===== config.mk =====
export PLATFORM = sky130hd
export DESIGN_NAME = reg_file
export DESIGN_NICKNAME = d
export VERILOG_FILES = /design/src/rtl/reg_file.sv
export SDC_FILE = /design/constraint.sdc
export NUM_CORES = 1
export LEC_CHECK = 0
export CAP_MARGIN = 5
export CORE_UTILIZATION = 57
export CTS_BUF_LIST = sky130_fd_sc_hd__clkbuf_4 sky130_fd_sc_hd__clkbuf_8 sky130_fd_sc_hd__clkbuf_16
export DETAILED_ROUTE_END_ITERATION = 16
export GPL_TIMING_DRIVEN = 0
export PLACE_DENSITY_LB_ADDON = 0.2
export SLEW_MARGIN = 25
export SYNTH_ARGS = -nofsm -noshare
export SYNTH_HDL_FRONTEND = slang
export SYNTH_SLANG_ARGS = --single-unit

===== constraint.sdc =====
create_clock -name CLK -period 2.6 [get_ports CLK]
set_input_delay 0.39 -clock CLK [delete_from_list [all_inputs] [get_ports CLK]]
set_output_delay 0.39 -clock CLK [all_outputs]
set_load 0.005 [all_outputs]

===== src/rtl/reg_file.sv =====
// reg_file: 2**ADDR_W x WIDTH register file with two combinational reads and one synchronous write.
// Latency: writes and reset take effect on the rising CLK edge; reads are zero-cycle (optional write bypass).
// Backpressure: none. A write is accepted on every edge where WRITE=1; reset wins over write.
module reg_file #(
    parameter int WIDTH  = 8,
    parameter int ADDR_W = 3,
    parameter int BYPASS = 0
) (
    input  logic              CLK,
    input  logic              RESET,
    input  logic [WIDTH-1:0]  IN,
    input  logic [ADDR_W-1:0] INADDRESS,
    input  logic              WRITE,
    input  logic [ADDR_W-1:0] OUT1ADDRESS,
    input  logic [ADDR_W-1:0] OUT2ADDRESS,
    output logic [WIDTH-1:0]  OUT1,
    output logic [WIDTH-1:0]  OUT2
);

    localparam int DEPTH = 1 << ADDR_W;

    logic [WIDTH-1:0] regs [DEPTH];

    always_ff @(posedge CLK) begin
        if (RESET) begin
            for (int i = 0; i < DEPTH; i++) begin
                regs[i] <= '0;
            end
        end else if (WRITE) begin
            regs[INADDRESS] <= IN;
        end
    end

    // Bypass only forwards a write that will actually land on this edge.
    logic wr_live;
    logic byp1;
    logic byp2;

    assign wr_live = (BYPASS != 0) && WRITE && !RESET;
    assign byp1    = wr_live && (OUT1ADDRESS == INADDRESS);
    assign byp2    = wr_live && (OUT2ADDRESS == INADDRESS);

    always_comb begin
        OUT1 = regs[OUT1ADDRESS];
        OUT2 = regs[OUT2ADDRESS];
        if (byp1) OUT1 = IN;
        if (byp2) OUT2 = IN;
    end

endmodule


==> results of run 1 <==
-- kinds of logic after synthesis --
logic type | count (synthesis)
multiplexers | 48
buffers and inverters | 32
AND/OR/NAND/NOR | 70
AO/OA/AOI/OAI | 8
flip-flops | 64
-- stage by stage --
step | setup WS [ns] | utilization
3_5_place_dp | -0.349 | 0.657
5_1_grt | 0.0272 | 0.695
4_1_cts | 0.00470 | 0.689
2_1_floorplan | 0.608 | -
6_report | 0.0817 | 0.695
3_3_place_gp | -0.308 | 0.657
-- critical path: stages --
cell	delay, ns
clkbuf_1	0.30
clkbuf_4	0.32
mux4_1	0.35
mux2_2	0.31
clkdlybuf4s50_1	0.45
-- cell usage in the layout, fill, tap and decap left out, drive strengths merged --
cell	count
or2	1
nor3	64
buf	10
clkdlybuf4s50	29
clkbuf	26
or3b	1
mux2	16
nand3b	1
bufinv	1
clkinv	11
edfxtp	64
nand2	1
mux4	32
o21bai	8
nand2b	2
-- cell type report --
| cell class | instances | area, um2 |
|---|---|---|
| clock buffers | 12 | 146 |
| well taps | 75 | 93.8 |
| inverters | 8 | 30.0 |
| fillers | 403 | 1820 |
| flip-flops and latches | 64 | 1920 |
| multi-input cells | 126 | 1460 |
| repair buffers | 29 | 290 |
| clock inverters | 4 | 45.0 |
| plain buffers | 24 | 150 |
-- per-layer routing --
| layer | wire (um) | global-route usage | vias to the layer above |
|---|---|---|---|
| met5 | 0 | 0 | - |
| met3 | 673 | 0.0466 | 29 |
| met2 | 4290 | 0.485 | 133 |
| met4 | 302 | 0.157 | 0 |
| li1 | - | - | 1014 |
| met1 | 2980 | 0.355 | 1156 |
-- worst paths after layout --
path,startpoint,end,slack [ns],depth (start not counted)
min,IN[7],regs[0][7]$_SDFFCE_PN0P_,0.85,3
max,OUT1ADDRESS[2],OUT1[5],0.08,5
-- report_power, final --
group | switching, mW | internal, mW
Sequential | 0.0317 | 1.20
Combinational | 0.171 | 0.213
Clock | 0.374 | 0.470
-- timing repair --
item	in CTS	in global routing
setup buffers	0	0
resized for setup	0	10
hold endpoints to repair	0	0
endpoints found under the setup margin	0	67
hold buffers	0	0
==> results.md, run 1 <==
* Crit-path max FO at 10
* Maximum root-to-sink buffer count at 2
* Simple-Gate Fraction of Synth Area at 0.102
* Status: finished, final reports clean
* Top-area cell type share of the netlist area at 0.545
* Element type at the critical path end: output port
* Final non-filler cell area at between 0.004 and 0.005 mm2
* Port bufs at 29
* PD cells at 595 mW/mm2
* Vias/cell at between 6 and 7
* Cts bufs inserted at 9
* Post-Synth XOR/XNOR Area at 0
* Largest family of logic cells by synthesized area: multiplexers
* Slew @ Worst Pin at a little over 0.6 ns
* Wire length per cell at roughly 24 um
* CTS tree: yes
* Total GRT Usage at 0.288
* Clock sinks at 64
* RSZ-0062 raised after global routing: false
* Syn_area_per_cell at approximately 16 um2
* Setup_tns at 0 ns
* Vias in the first global route at 2279
* Synth Register Bits at 64
* Distinct cell type count after synthesis at 17
* Core area at slightly below 0.006 mm2
* Ant. Diodes at 0
* Post-Synth Adder-Cell Area at 0
* H-tree Lvls at 3
* Fmax at between 300 and 400 MHz
* Die Ht at around 80 um
* Clock Pin Slew Worst Setup and Hold Paths at around 0.070 ns
* Leak at 1.38 nW
* Final cycle utilization of the critical path at 0.969
* Placed cell count at between 300 and 400
* Post-synth top cells: edfxtp_1, nor3_1, mux4_1
* Crit path required time at between 2 and 2.5 ns
* Die Wd at slightly above 80 um
* Number of routed nets with antenna violations at 0
* Row count at 28
* Worst Setup Path Type: input pin to output port
* Post-synth top flop: edfxtp_1
* Area grow syn2layout at 17.3%
* GR Overflow Total at 0
* Mux cell area share after synthesis at 0.286
* Compound-Gate Fraction of Synth Area at 0.0170
* Root buffer cell: clkbuf_8
* EDFF count, synth at 64
* Initial Util at 0.592
* First-pass GRT wire length at ~13000 um
* Max cap viols at 0
* Crit path DAT at approximately 2.1 ns
* Drt pass-1 iters at 4
* Number of flip-flops in the largest register at 64
* DRC viols at 0
* Synth Cell Area at about 0.0035 mm2
* Async set-reset flop share out of synthesis at 0
* Fin Hold WS at about 0.85 ns
* Total die area at approximately 0.0065 mm2
* Initial antenna violation count at 0
* Largest net degree at the start of global routing at 11
* Sequential area share after synthesis at 0.545
* Hold WC Path Type: input pin to flip-flop
* Mapped Cells at 222
* Worst relative slew slack at 0.595
* Ports at 36
* Final Critical Period at about 2.5 ns
* Overall Power at approximately 2.5 mW
* Initial DRC count at around 220
* Final Hold Viols at 0
* DRT Wirelength at 8250 um
* VDD IR-drop max at 0.351 mV
* Max-slew violation count at 0
* DPL Wire Length at approximately 5800 um
* Count of yosys warnings during synthesis at 0
* Final non-filler cell total at 342
* Largest regs: regs (64)
* # setup viols final at 0
* Critical Path Start Type: input pin
* Synth area leader: edfxtp_1
* Mapped Nets at 242
* Ranking of synthesized cells by area: edfxtp_1, mux4_1, nor3_1, mux2_2, mux4_2
* Biggest register: regs
* Vias at between 2000 and 2500
* Layout net count at 282
* GPL Wtd Cong at a little under 0.8
* Area after DPL at slightly below 0.004 mm2
* Fraction of layout cells with a size suffix above 1 at 0.206
No activity file was read; power rests on OpenSTA's default activity.
==> inputs of run 2 (changes only) <==
--- a/config.mk
+++ b/config.mk
@@ -5,12 +5,13 @@
 export SDC_FILE = /design/constraint.sdc
 export NUM_CORES = 1
 export LEC_CHECK = 0
-export CAP_MARGIN = 5
+export CAP_MARGIN = 25
 export CORE_UTILIZATION = 57
 export CTS_BUF_LIST = sky130_fd_sc_hd__clkbuf_4 sky130_fd_sc_hd__clkbuf_8 sky130_fd_sc_hd__clkbuf_16
 export DETAILED_ROUTE_END_ITERATION = 16
 export GPL_TIMING_DRIVEN = 0
 export PLACE_DENSITY_LB_ADDON = 0.2
+export SKIP_LAST_GASP = 1
 export SLEW_MARGIN = 25
 export SYNTH_ARGS = -nofsm -noshare
 export SYNTH_HDL_FRONTEND = slang
==> results of run 2 <==
The final DEF is identical to that of run 1; final timing and power are the same.
==> inputs of run 3 (changes only) <==
--- a/config.mk
+++ b/config.mk
@@ -11,6 +11,7 @@
 export DETAILED_ROUTE_END_ITERATION = 16
 export GPL_TIMING_DRIVEN = 0
 export PLACE_DENSITY_LB_ADDON = 0.2
+export SKIP_CTS_REPAIR_TIMING = 1
 export SKIP_LAST_GASP = 1
 export SLEW_MARGIN = 25
 export SYNTH_ARGS = -nofsm -noshare
==> results of run 3 <==
The final DEF is identical to that of run 1; final timing and power are the same.
